### src/rtl/freq_meter_pkg.sv
// freq_meter_pkg: shared state encoding and default constants
// for the square-wave period / high-time meter.
package freq_meter_pkg;

  typedef enum logic [1:0] {
    WAIT_FIRST = 2'd0,
    MEASURE    = 2'd1,
    TIMED_OUT  = 2'd2
  } fm_state_e;

  localparam int FM_CNT_W   = 26;
  localparam int FM_CLK_HZ  = 12_000_000;
  localparam int FM_TIMEOUT = 30_000_000;

endpackage

### src/rtl/freq_meter_edge_sync.sv
// edge_sync: two-flop synchroniser plus history flop,
// giving single-cycle rise/fall strobes in the clk_in domain.
module edge_sync (
  input  logic clk_in,
  input  logic rst_n_in,
  input  logic sig_in,
  output logic rise,
  output logic fall
);

  logic s1_q, s2_q, s3_q;
  logic s1_d, s2_d, s3_d;

  always_comb begin
    s1_d = sig_in;
    s2_d = s1_q;
    s3_d = s2_q;
  end

  always_ff @(posedge clk_in or negedge rst_n_in) begin
    if (!rst_n_in) begin
      s1_q <= 1'b0;
      s2_q <= 1'b0;
      s3_q <= 1'b0;
    end else begin
      s1_q <= s1_d;
      s2_q <= s2_d;
      s3_q <= s3_d;
    end
  end

  assign rise = s2_q & ~s3_q;
  assign fall = ~s2_q & s3_q;

endmodule

### src/rtl/freq_meter.sv
// freq_meter: measures rise-to-rise period and rise-to-fall high
// time of sig_in in clk_in cycles, with a no-edge timeout.
module freq_meter
  import freq_meter_pkg::*;
#(
  parameter int CNT_W          = FM_CNT_W,
  parameter int TIMEOUT_CYCLES = FM_TIMEOUT
) (
  input  logic             clk_in,
  input  logic             rst_n_in,
  input  logic             sig_in,
  output logic [CNT_W-1:0] period_out,
  output logic [CNT_W-1:0] high_out,
  output logic             meas_valid,
  output logic             timeout
);

  localparam logic [CNT_W-1:0] TO_CNT = CNT_W'(TIMEOUT_CYCLES);
  localparam logic [CNT_W-1:0] ONE    = CNT_W'(1);

  logic             rise, fall;
  fm_state_e        state_q, state_d;
  logic [CNT_W-1:0] cnt_q, cnt_d, cnt_inc;
  logic [CNT_W-1:0] hi_cap_q, hi_cap_d;
  logic [CNT_W-1:0] period_q, period_d;
  logic [CNT_W-1:0] high_q, high_d;
  logic             valid_q, valid_d;
  logic             timeout_q, timeout_d;

  edge_sync u_sync (
    .clk_in   (clk_in),
    .rst_n_in (rst_n_in),
    .sig_in   (sig_in),
    .rise     (rise),
    .fall     (fall)
  );

  assign cnt_inc = cnt_q + ONE;

  always_comb begin
    state_d   = state_q;
    cnt_d     = cnt_q;
    hi_cap_d  = hi_cap_q;
    period_d  = period_q;
    high_d    = high_q;
    valid_d   = 1'b0;
    timeout_d = timeout_q;
    case (state_q)
      WAIT_FIRST: begin
        cnt_d     = '0;
        timeout_d = 1'b0;
        if (rise) state_d = MEASURE;
      end
      MEASURE: begin
        cnt_d     = cnt_inc;
        timeout_d = 1'b0;
        if (fall) hi_cap_d = cnt_inc;
        // A rise in the timeout cycle still completes the period.
        if (rise) begin
          period_d = cnt_inc;
          high_d   = hi_cap_q;
          valid_d  = 1'b1;
          cnt_d    = '0;
        end else if (cnt_inc == TO_CNT) begin
          state_d   = TIMED_OUT;
          cnt_d     = '0;
          timeout_d = 1'b1;
        end
      end
      TIMED_OUT: begin
        cnt_d     = '0;
        timeout_d = 1'b1;
        if (rise) begin
          timeout_d = 1'b0;
          state_d   = MEASURE;
        end
      end
      default: begin
        state_d   = WAIT_FIRST;
        cnt_d     = '0;
        timeout_d = 1'b0;
      end
    endcase
  end

  always_ff @(posedge clk_in or negedge rst_n_in) begin
    if (!rst_n_in) begin
      state_q   <= WAIT_FIRST;
      cnt_q     <= '0;
      hi_cap_q  <= '0;
      period_q  <= '0;
      high_q    <= '0;
      valid_q   <= 1'b0;
      timeout_q <= 1'b0;
    end else begin
      state_q   <= state_d;
      cnt_q     <= cnt_d;
      hi_cap_q  <= hi_cap_d;
      period_q  <= period_d;
      high_q    <= high_d;
      valid_q   <= valid_d;
      timeout_q <= timeout_d;
    end
  end

  assign period_out = period_q;
  assign high_out   = high_q;
  assign meas_valid = valid_q;
  assign timeout    = timeout_q;

endmodule
### config.mk
export PLATFORM = sky130hd
export DESIGN_NAME = freq_meter
export DESIGN_NICKNAME = d
export VERILOG_FILES = /design/src/rtl/freq_meter_pkg.sv /design/src/rtl/freq_meter_edge_sync.sv /design/src/rtl/freq_meter.sv
export SDC_FILE = /design/constraint.sdc
export NUM_CORES = 1
export LEC_CHECK = 0
export ABC_CLOCK_PERIOD_IN_PS = 3260
export BUFFER_PORTS_ARGS = -buffer_cell sky130_fd_sc_hd__buf_2
export CORE_ASPECT_RATIO = 0.9
export CORE_UTILIZATION = 60
export CTS_BUF_LIST = sky130_fd_sc_hd__clkbuf_8
export DETAILED_ROUTE_END_ITERATION = 8
export GPL_ROUTABILITY_DRIVEN = 0
export PLACE_DENSITY = 0.82
export SETUP_SLACK_MARGIN = 0.2
export SLEW_MARGIN = 20
export SYNTH_ARGS = -nofsm -noshare
export SYNTH_HDL_FRONTEND = slang
export SYNTH_SLANG_ARGS = --single-unit
### constraint.sdc
create_clock -name clk_in -period 3.26 [get_ports clk_in]
set_clock_uncertainty 0.2 [all_clocks]
set_input_delay 0.163 -clock clk_in [delete_from_list [all_inputs] [get_ports clk_in]]
set_output_delay 0.163 -clock clk_in [all_outputs]
set_load 0.01 [all_outputs]
### Word-level counts from Yosys, hierarchy flattened

Cells that the tools add are included.

| cells by class | value |
|---|---|
| mux-type cells | 13 |
| add/sub/neg operators | 1 |
| reduce and logical (&&, ||, !) cells | 5 |
| bitwise operators | 4 |
| equality and inequality tests | 6 |

Operators with widths:

| cell | number |
|---|---|
| 26-bit two-way mux | 3 |
| 26-bit by 1-bit adder with 26-bit output, second input constant | 1 |
| 26-bit by 25-bit == test with 1-bit output, second input constant | 1 |
| 2-bit two-way mux | 3 |
| 1-bit two-way mux | 5 |
| 2-bit inequality test, second input constant | 2 |
| 2-bit case mux with 2 select lines | 1 |
| 2-bit AND reduction | 2 |
| 3-bit AND reduction | 1 |
| 1-bit AND | 2 |
| 2-bit by 1-bit == test with 1-bit output, second input constant | 1 |
| 2-bit == test, second input constant | 1 |
| 2-bit logical NOT | 1 |
| 2-bit by 1-bit inequality test with 1-bit output, second input constant | 1 |
| 1-bit NOT | 2 |
| 1-bit case mux with 2 select lines | 1 |
| 2-bit OR reduction | 1 |

| storage, ports and cells | value |
|---|---|
| register bits after elaboration | 111 |
| logic and storage cells | 39 |

### Longest topological paths before layout

Gate-level depths: netlist of run 1.

| depth | value |
|---|---|
| depth after elaboration | 5 |
| gate-level depth with buffers | 9 |
| gate-level depth less buffers | 8 |

### Cells and area by module

Synthesis of run 1 repeated with hierarchy kept, for this count alone.

| unflattened totals | value |
|---|---|
| cell total of the unflattened synthesis | 438 |
| area total of the unflattened synthesis | 4,720.8 sq um |

Modules (own cells, without submodules):

| module | area each (sq um) | cells an instance | sequential area each (sq um) | instances |
|---|---|---|---|---|
| freq_meter | 4,630.7 | 433 | 2,702.6 | 1 |
| edge_sync | 90.1 | 5 | 75.1 | 1 |

### Worst setup path after synthesis of run 1

OpenSTA, ideal clock, no wires.

| timing | value |
|---|---|
| path kind | flip-flop to flip-flop |
| start point | register cnt_q[0] |
| end point | register state_q[0] |
| stages on the path, launching flop included | 9 |
| slack | 807 ps |
| library setup time | 120 ps |
| arrival time | 2,134 ps |
| cells stage by stage | dfrtp_1 -> ha_1 -> nand2_1 -> nor4_4 -> and2_0 -> xor2_1 -> o2111ai_1 -> or2_1 -> a31o_1 |

| on the way | value |
|---|---|
| word-level cells in the longest chain between the ends | 4 |

RTL lines:

| element | line | source |
|---|---|---|
| from (decl) | freq_meter.sv:23 | `logic [CNT_W-1:0] cnt_q, cnt_d, cnt_inc;` |
| from (signal assigned) | freq_meter.sv:97 | `cnt_q <= cnt_d;` |
| 26-bit by 1-bit adder with 26-bit output | freq_meter.sv:38 | `assign cnt_inc = cnt_q + ONE;` |
| 26-bit by 25-bit == test with 1-bit output | freq_meter.sv:64 | `end else if (cnt_inc == TO_CNT) begin` |
| 2-bit inequality test (no source line) | -- |  |
| 3-bit AND reduction (no source line) | -- |  |
| to (signal assigned) | freq_meter.sv:96 | `state_q <= state_d;` |
| to (decl) | freq_meter.sv:22 | `fm_state_e state_q, state_d;` |

No other way between the ends.
A chain may end at the register's enable or synchronous reset.

### Worst setup path in the final report of run 1

| timing | value |
|---|---|
| start point | register cnt_q[0] |
| end point | register cnt_q[22] |

| on the way | value |
|---|---|
| word-level cells in the longest chain between the ends | 5 |

RTL lines:

| element | line | source |
|---|---|---|
| 26-bit by 1-bit adder with 26-bit output * | freq_meter.sv:38 |  |
| 26-bit by 25-bit == test with 1-bit output | freq_meter.sv:64 |  |
| 26-bit two-way mux * | freq_meter.sv:64 |  |
| 26-bit two-way mux * | freq_meter.sv:59 | `if (rise) begin` |
| 26-bit two-way mux * | freq_meter.sv:48 | `case (state_q)` |
| via cnt_d[22] | freq_meter.sv:23 |  |

The timed path passes the listed nets; every way through them passes the cells marked *.

==> run_results.csv, run 1 <==
group,metric,value,unit
final_layout,area_growth,12.7,%
power,switching_share,30.1,%
yosys,synth_nets,421,
power,cellPowerDensity,514,nW/um2
critical_path,cp-end-kind,"flop",
final_layout,layout-drive-gt1-share,23.6,%
place,dpl.hpwl,6350,um
floorplanning,die-height,85.0,um
yosys,ys.flop_type,"dfrtp_1",
floorplanning,die_width,94.2,um
yosys,yosys.cell_types.count,39,
yosys,synth_area,4590,um2
sta,maxSlewHeadroom,51.8,%
yosys,synth_top_area_share,60.5,%
routing,drc_errors,0,
global_route,grt_pass1_wl,15100,um
global_route,grt_overflow,0,
cts,htreeDepth,3,
power,p_comb_share,13.6,%
power,p_switching,0.800,mW
final_layout,fin_nets,477,
power,clkPwrFrac,30.3,%
final_layout,nFillCells,525,
global_route,track_usage,25.1,%
yosys,synth_cells,413,
routing,via_count,3249,
yosys,yosys.area.top_type,"dfrtp_1",
yosys,ys.warnings.count,0,
routing,routedWlPerCell,16.0,um
sta,max_clock_freq,355,MHz
yosys,synthTopCellsByArea,"dfrtp_1, mux2_2, o21ai_0",
critical_path,critPathKind,"flop to flop",
routing,firstDrtPassIters,4,
routing,drtAntennaViolNets,0,
cts,cts_resized,0,
global_route,grt_pass1_vias,3099,
cts,clock_sinks,111,
floorplanning,die_area,8000,um2
power,p_leak,2.59,nW
place,port_buffers,56,
power,p_int,1.86,mW
sta,tightestPinTransition,0.723,ns
cts,root_buffer,"clkbuf_8",
routing,totalWireLength,9080,um
critical_path,cp_slowest_cell,"dfrtp_1",
sta,setup_tns,0,ns
critical_path,cp.required,3.31,ns
sta,whs,0.166,ns
yosys,ys_ff_latch,111,
final_layout,antennaDiodeCount,0,
job,drv_cap,0,
yosys,synth-seq-area-share,60.5,%
yosys,synth_edf_count,0,
global_route,grt_max_degree,80,
sta,drv_slew,0,
cts,post_cts_buffers,0,
floorplanning,row_count,29,
critical_path,cp_cell_sequence,"ha_1 -> nand2_1 -> nor4_4 -> xnor2_1 -> and4b_2 -> nand4b_1 -> o21bai_1 -> buf_4 -> nor2_1",
hold_path,holdCritPathClass,"flop to flop",
yosys,yosysMostFrequentCell,"dfrtp_1",
cts,clk_latency,0.38,ns
critical_path,worstPathMaxFanout,12,
power,power_frac_seq,56.1,%
routing,vias_per_cell,5.73,
cts,tritoncts,"yes",
final_layout,multi_input_area,1710,um2
sta,min_period_over_period,86.4,%
power,ir_drop,0.472,mV
place,postPlaceCellArea,4960,um2
yosys,synth_async_sr_flop_share,100,%
critical_path,start_kind,"flop",
floorplanning,ios,57,
global_route,antenna_found_initial,0,
sta,finalHoldViolCount,0,
final_layout,final_util,71.6,%
final_layout,finalInstanceArea,5170,um2
critical_path,max_stage_delay,0.48,ns
yosys,ys_top_cells_by_count,"dfrtp_1, nand2_1, o21ai_0",
floorplanning,initial_core_util,63.6,%
outcome,status,"finished clean",
cts,clk_pin_slew,0.11,ns
floorplanning,core,7220,um2
sta,rsz0062_at_grt,"no",
final_layout,seqCellArea,2780,um2
routing,first_iter_violations,202,
sta,setup_viol,0,
sta,period_minus_slack,2.82,ns
critical_path,worst_ep_arrival_time,2.87,ns
cts,cts_buffers,9,
yosys,syn_area_per_cell,11.1,um2
cts,clock_path_buffers,2,
path summary, 6_finish.rpt:
path                        startpoint             to  slack (ns)  depth (start not counted)
hold / removal             u_sync.s1_q    u_sync.s2_q        0.17                          0
setup / recovery              cnt_q[0]      cnt_q[22]        0.44                          9
hold reg to reg            u_sync.s1_q    u_sync.s2_q        0.17                          0
min in group asynchronous     rst_n_in   high_out[15]        0.18                          2
setup reg to reg              cnt_q[0]      cnt_q[22]        0.44                          9
max in group asynchronous     rst_n_in  period_out[4]        1.84                          3
through the flow:
step                cells  total power [mW]  setup slack, ns
global placement      549              1.86            0.591
CTS                   567              2.69            0.461
finish                567              2.66            0.444
detailed placement    549              1.88            0.504
global route          567              2.77            0.267
floorplan             413              1.75            0.807
kinds of logic (layout without fill, tap and decap cells):
family                     Yosys count  count (layout)  share of synthesized area, %
DFF                                111             111                          60.5
and+or+nand+nor                    154             154                          16.5
AOI/OAI and AO/OA                   63              63                          7.28
muxes                               28              28                          6.84
buffers and inverters               25              86                          2.37
adders and majority gates            5               5                          1.36
xor gates and xnor gates            27              27                          5.15
cell usage in the layout, fill, tap and decap left out, drive strengths merged, types with 8 or more instances in the layout:
cell type / synthesis / routed
nand2: 64 / 64
xor2: 11 / 11
mux2: 27 / 27
o21ai: 56 / 56
inv: 7 / 12
nand4: 10 / 10
nor2: 34 / 34
buf: 6 / 61
and3: 8 / 8
xnor2: 16 / 16
dfrtp: 111 / 111
nand3: 13 / 13
clkbuf: 12 / 9
routing by layer:
layer,track usage [%],vias up,wire length [um]
li1,-,1512,-
met1,36.3,1609,4150
met2,38.4,112,4220
met3,5.82,16,580
met4,6.99,0,132
met5,0,-,0
critical path: cells and delay by family (launching register included):
kind | cells | cell delay [ns]
flip-flops | 1 | 0.48
adder cells (fa/ha/maj) | 1 | 0.25
AND/OR/NAND/NOR | 5 | 1.16
AO/OA/AOI/OAI | 1 | 0.18
buffers and inverters | 1 | 0.22
XOR/XNOR | 1 | 0.20
final cells by class:
cell class,instances,share of cell area (%)
inverter,7,0.508
clock inverter,7,1.35
tap,93,2.25
sequential,111,53.7
timing repair buffer,63,6.82
clock buffer,9,2.39
multi-input combinational,277,33.0
power by group through the flow:
stage	logic, mW	registers (mW)	clock network, mW
after floorplan	0.228	1.52	0
after global placement	0.348	1.51	0
after detailed placement	0.357	1.52	0
after CTS	0.365	1.49	0.830
after global routing	0.404	1.50	0.869
final	0.362	1.49	0.807
state kept, by name (all words and copies together), names as in the netlist:
register and flops:
meas_valid 1, u_sync.s3_q 1, state_q 2, cnt_q 26
timeout 1, high_out 26, u_sync.s2_q 1, hi_cap_q 26
u_sync.s1_q 1, period_out 26
repair_timing:
| item | in CTS | in global routing |
|---|---|---|
| hold buffers | 2 | 0 |
| hold endpoints to repair | 60 | 0 |
| endpoints found under the setup margin | 0 | 0 |
No activity file was read; power rests on OpenSTA's default activity.
==> run 2, diff against run 1 <==
--- a/config.mk
+++ b/config.mk
@@ -17,4 +17,5 @@
 export SLEW_MARGIN = 20
 export SYNTH_ARGS = -nofsm -noshare
 export SYNTH_HDL_FRONTEND = slang
+export SYNTH_HIERARCHICAL = 1
 export SYNTH_SLANG_ARGS = --single-unit
==> run_results.csv, run 2 <==
group,metric,value,unit
sta,drv_slew,0,
yosys,yosysMostFrequentCell,"dfrtp_1",
floorplanning,row_count,30,
final_layout,final_cell_mix,"dfrtp_1, nand2_1, buf_2, o21ai_0, nor2_1",
final_layout,fin_nets,506,
final_layout,layout-drive-gt1-share,27.2,%
floorplanning,initial_core_util,62.3,%
sta,period_minus_slack,3.10,ns
hold_path,holdCritPathClass,"flop to flop",
critical_path,start_kind,"flop",
yosys,synth_area,4720,um2
cts,root_buffer,"clkbuf_8",
place,port_buffers,56,
power,p_leak,2.57,nW
floorplanning,core,7580,um2
routing,vias_per_cell,5.82,
outcome,status,"finished clean",
critical_path,reg2reg_slack,0.16,ns
critical_path,worstPathMaxFanout,7,
floorplanning,die-height,86.2,um
global_route,grt_max_degree,70,
final_layout,final_common_cell,"dfrtp_1",
cts,clock_sinks,111,
yosys,synth_async_sr_flop_share,100,%
yosys,syn_area_per_cell,10.8,um2
sta,max_clock_freq,323,MHz
yosys,ys_ff_latch,111,
routing,wl_met1,4170,um
sta,tightestPinTransition,0.854,ns
sta,setup_tns,0,ns
yosys,ys.warnings.count,6,
floorplanning,ios,57,
critical_path,cp-end-kind,"flop",
cts,clk_latency,0.38,ns
cts,cts_buffers,9,
power,cellPowerDensity,516,nW/um2
yosys,synth-seq-area-share,58.8,%
floorplanning,die_width,95.5,um
yosys,synth_cells,438,
global_route,grt_overflow,0,
routing,via_count,3488,
place,postPlaceCellArea,5130,um2
routing,wl_met2,4840,um
sta,min_period_over_period,95.0,%
final_layout,antennaDiodeCount,0,
sta,finalHoldViolCount,0,
sta,setup_viol,0,
critical_path,critPathKind,"flop to flop",
power,total_power,2.81,mW
floorplanning,die_area,8230,um2
yosys,ys_top_cells_by_count,"dfrtp_1, nand2_1, o21ai_0",
critical_path,worst_ep_arrival_time,3.16,ns
place,dp_slack,0.146,ns
cts,clock_path_buffers,2,
sta,maxSlewHeadroom,42.9,%
global_route,grt_pass1_vias,3300,
yosys,synth_top_area_share,58.8,%
yosys,synth_nets,446,
routing,totalWireLength,9810,um
routing,drc_errors,0,
yosys,yosys.area.top_type,"dfrtp_1",
place,dp_cells,577,
sta,timing.final.ws_setup,0.163,ns
routing,first_iter_violations,450,
global_route,antenna_found_initial,0,
power,ir_drop,0.307,mV
final_layout,finalInstanceArea,5440,um2
job,drv_cap,0,
critical_path,cp.required,3.32,ns
routing,wl_met3,595,um
sta,rsz0062_at_grt,"yes",
cts,clk_pin_slew,0.10,ns
cts,tritoncts,"yes",
yosys,synthTopCellsByArea,"dfrtp_1, mux2_2, o21ai_0",
final_layout,area_growth,15.3,%
yosys,synth_edf_count,0,
cts,htreeDepth,3,
place,dpl.hpwl,6420,um
routing,routedWlPerCell,16.4,um
yosys,yosys.cell_types.count,45,
routing,drtAntennaViolNets,0,
final_layout,fin_cells,599,
routing,firstDrtPassIters,6,
yosys,ys.flop_type,"dfrtp_1",
global_route,grt_pass1_wl,15700,um
routing,top_layer,"met4",
global_route,track_usage,25.4,%
## run 2: changes by cell type after synthesis, sizes merged, moves of 3 or more
| cell | previous run | this run |
|---|---|---|
| or3 | 1 | 5 |
| xor2 | 11 | 7 |
| and3 | 8 | 3 |
| inv | 7 | 10 |
| a211oi | 0 | 5 |
| clkbuf | 12 | 18 |
| nor4 | 5 | 8 |
## run 2: path summary, 6_finish.rpt
path / start / cells past startpoint / to
hold reg to reg: u_sync/s1_q / 0 / u_sync/s2_q
min in group asynchronous: rst_n_in / 2 / high_out[8]
setup reg to reg: cnt_q[1] / 9 / cnt_q[24]
max in group asynchronous: rst_n_in / 3 / cnt_q[24]
setup / recovery: cnt_q[1] / 9 / cnt_q[24]
hold / removal: u_sync/s1_q / 0 / u_sync/s2_q
## run 2: kinds of logic (layout without fill, tap and decap cells)
family | after synthesis | after routing | share of synthesized area, %
compound gates | 78 | 78 | 9.75
xor+xnor | 23 | 23 | 4.27
fa+ha+maj | 5 | 5 | 1.33
buf+inv | 33 | 98 | 2.92
flops | 111 | 111 | 58.8
mux | 27 | 27 | 6.41
simple gates | 161 | 161 | 16.5
## run 2: metrics by stage
step / hold WS (ns) / util, %
floorplan: -0.333 / -
global placement: 0.0721 / 67.6
detailed placement: 0.0727 / 67.6
CTS: 0.169 / 70.9
global route: 0.182 / 71.8
finish: 0.167 / 71.8
## run 2: what timing repair did
action / 4_1_cts / 5_1_grt
gates resized for setup: 2 / 15
hold endpoints to repair: 69 / 0
gates cloned: 0 / 2
pin swaps: 0 / 2
hold buffers: 2 / 0
setup buffers: 0 / 2
endpoints found under the setup margin: 19 / 22
## run 2: layer usage
| metal | GRT usage, % | vias up |
|---|---|---|
| met5 | 0 | - |
| met4 | 10.0 | 0 |
| met3 | 6.91 | 23 |
| met2 | 39.8 | 130 |
| met1 | 33.8 | 1712 |
| li1 | - | 1623 |
## run 2: cell type report
cell class                 instances  area [um2]
clock inverter                     7         103
multi-input combinational        294        1850
timing repair buffer              72         425
fill                             527        2140
inverter                          10        37.5
tap                               96         120
clock buffer                       9         124
sequential                       111        2790
## run 2: report_power, final
group	internal (mW)	switching, mW
Sequential	1.44	0.0517
Combinational	0.137	0.264
Clock	0.442	0.476
## run 2: worst max-delay path: stages (launching register included)
cell	delay (ns)
dfrtp_2	0.46
ha_4	0.19
nand3_4	0.12
or3_4	0.35
or3_4	0.38
a211oi_2	0.18
or4b_4	0.53
o31ai_4	0.27
buf_2	0.23
nor2_1	0.05
==> run 3, diff against run 2 <==
--- a/config.mk
+++ b/config.mk
@@ -7,7 +7,6 @@
 export LEC_CHECK = 0
 export ABC_CLOCK_PERIOD_IN_PS = 3260
 export BUFFER_PORTS_ARGS = -buffer_cell sky130_fd_sc_hd__buf_2
-export CORE_ASPECT_RATIO = 0.9
 export CORE_UTILIZATION = 60
 export CTS_BUF_LIST = sky130_fd_sc_hd__clkbuf_8
 export DETAILED_ROUTE_END_ITERATION = 8
==> run_results.csv, run 3 (synthesis results as in run 2) <==
group,metric,value,unit
global_route,grt_max_degree,69,
critical_path,worstSetupStartpoint,"cnt_q[0]",
hold_path,holdCritPathClass,"flop to flop",
power,p_leak,2.57,nW
floorplanning,ios,57,
floorplanning,row_count,31,
routing,firstDrtPassIters,4,
critical_path,cp-end-kind,"flop",
cts,clk_latency,0.36,ns
critical_path,r2r_start,"cnt_q[0]",
sta,timing.final.ws_setup,0.234,ns
critical_path,start_kind,"flop",
routing,routedWlPerCell,15.0,um
floorplanning,core,7450,um2
floorplanning,die-height,90.7,um
sta,drv_slew,0,
routing,vias_per_cell,5.66,
sta,finalHoldViolCount,0,
hold_path,min-delay-start,"u_sync/s1_q",
sta,maxSlewHeadroom,43.9,%
sta,whs,0.162,ns
sta,tightestPinTransition,0.841,ns
sta,rsz0062_at_grt,"yes",
place,dpl.hpwl,6180,um
final_layout,fin_nets,509,
final_layout,final_util,73.1,%
global_route,track_usage,23.7,%
critical_path,worst_ep_arrival_time,3.05,ns
floorplanning,die_area,8230,um2
floorplanning,die_width,90.7,um
sta,setup_viol,0,
routing,via_count,3423,
cts,clk_pin_slew,0.10,ns
sta,setup_tns,0,ns
cts,cts_buffers,9,
place,dp_slack,0.135,ns
cts,tritoncts,"yes",
routing,drc_errors,0,
power,total_power,2.73,mW
cts,htreeDepth,3,
routing,drtAntennaViolNets,0,
global_route,grt_pass1_wl,15500,um
global_route,grt_overflow,0,
critical_path,r2r_cells,9,
critical_path,r2r-end,"cnt_q[4]",
final_layout,antennaDiodeCount,0,
global_route,antenna_found_initial,0,
place,dp_cells,581,
global_route,grt_pass1_vias,3249,
final_layout,fin_cells,605,
sta,min_period_over_period,92.8,%
cts,clock_path_buffers,2,
hold_path,min_path_cells,0,
floorplanning,initial_core_util,63.4,%
outcome,status,"finished clean",
final_layout,area_growth,15.3,%
critical_path,cp.required,3.29,ns
critical_path,worstPathMaxFanout,7,
final_layout,final_common_cell,"dfrtp_1",
routing,totalWireLength,9100,um
critical_path,critPathKind,"flop to flop",
final_layout,layout-drive-gt1-share,28.3,%
power,ir_drop,0.397,mV
place,postPlaceCellArea,5130,um2
cts,root_buffer,"clkbuf_8",
critical_path,reg2reg_slack,0.23,ns
final_layout,finalInstanceArea,5440,um2
job,drv_cap,0,
sta,max_clock_freq,330,MHz
hold_path,whs_endpoint,"u_sync/s2_q",
final_layout,final_cell_mix,"dfrtp_1, nand2_1, o21ai_0, buf_2, nor2_1",
place,port_buffers,56,
sta,period_minus_slack,3.03,ns
cts,clock_sinks,111,
routing,first_iter_violations,283,
power,cellPowerDensity,502,nW/um2
==> run 3: layout make-up <==
class | instances | area [um2]
clock inverters | 6 | 68.8
clock buffers | 10 | 138
fillers | 544 | 2000
well taps | 99 | 124
multi-input cells | 294 | 1850
repair buffers | 75 | 434
inverters | 10 | 37.5
flip-flops and latches | 111 | 2790
==> run 3: repair_timing <==
action,4_1_cts,5_1_grt
pin swaps,0,1
hold buffers,2,0
setup endpoints to repair,13,22
hold endpoints to repair,67,0
resized for setup,2,17
gates cloned,0,1
setup buffers,0,5
==> run 3: power by group <==
group	internal [mW]	total (mW)	leakage (nW)	switching, mW
clock	0.381	0.831	0.103	0.451
combinational	0.149	0.407	0.948	0.257
sequential	1.44	1.49	1.52	0.0518
==> run 3: how the worst max path moves through the flow <==
stage	to	slack, ns	cells after the start
5_1_grt	cnt_q[24]	0.15	9
3_5_place_dp	cnt_q[10]	0.14	9
2_1_floorplan	cnt_q[22]	0.23	10
6_report	cnt_q[4]	0.23	9
3_3_place_gp	cnt_q[2]	0.24	9
4_1_cts	cnt_q[4]	0.20	8
==> run 3: critical path, stage by stage, from the launching register on <==
cell and delay [ns]:
dfrtp_2 0.45, ha_4 0.18, nand3_4 0.12, or3_4 0.35, or3_4 0.39, a211oi_2 0.17, or4b_4 0.52, o31ai_4 0.26
buf_6 0.19, nor2_1 0.08
==> run 3: metal layers <==
metal / global-route usage (%) / share of wire [%] / vias up
li1: - / - / 1632
met1: 32.7 / 46 / 1675
met2: 37.9 / 48 / 97
met3: 5.22 / 4.5 / 19
met4: 6.72 / 1.9 / 0
met5: 0 / 0 / -
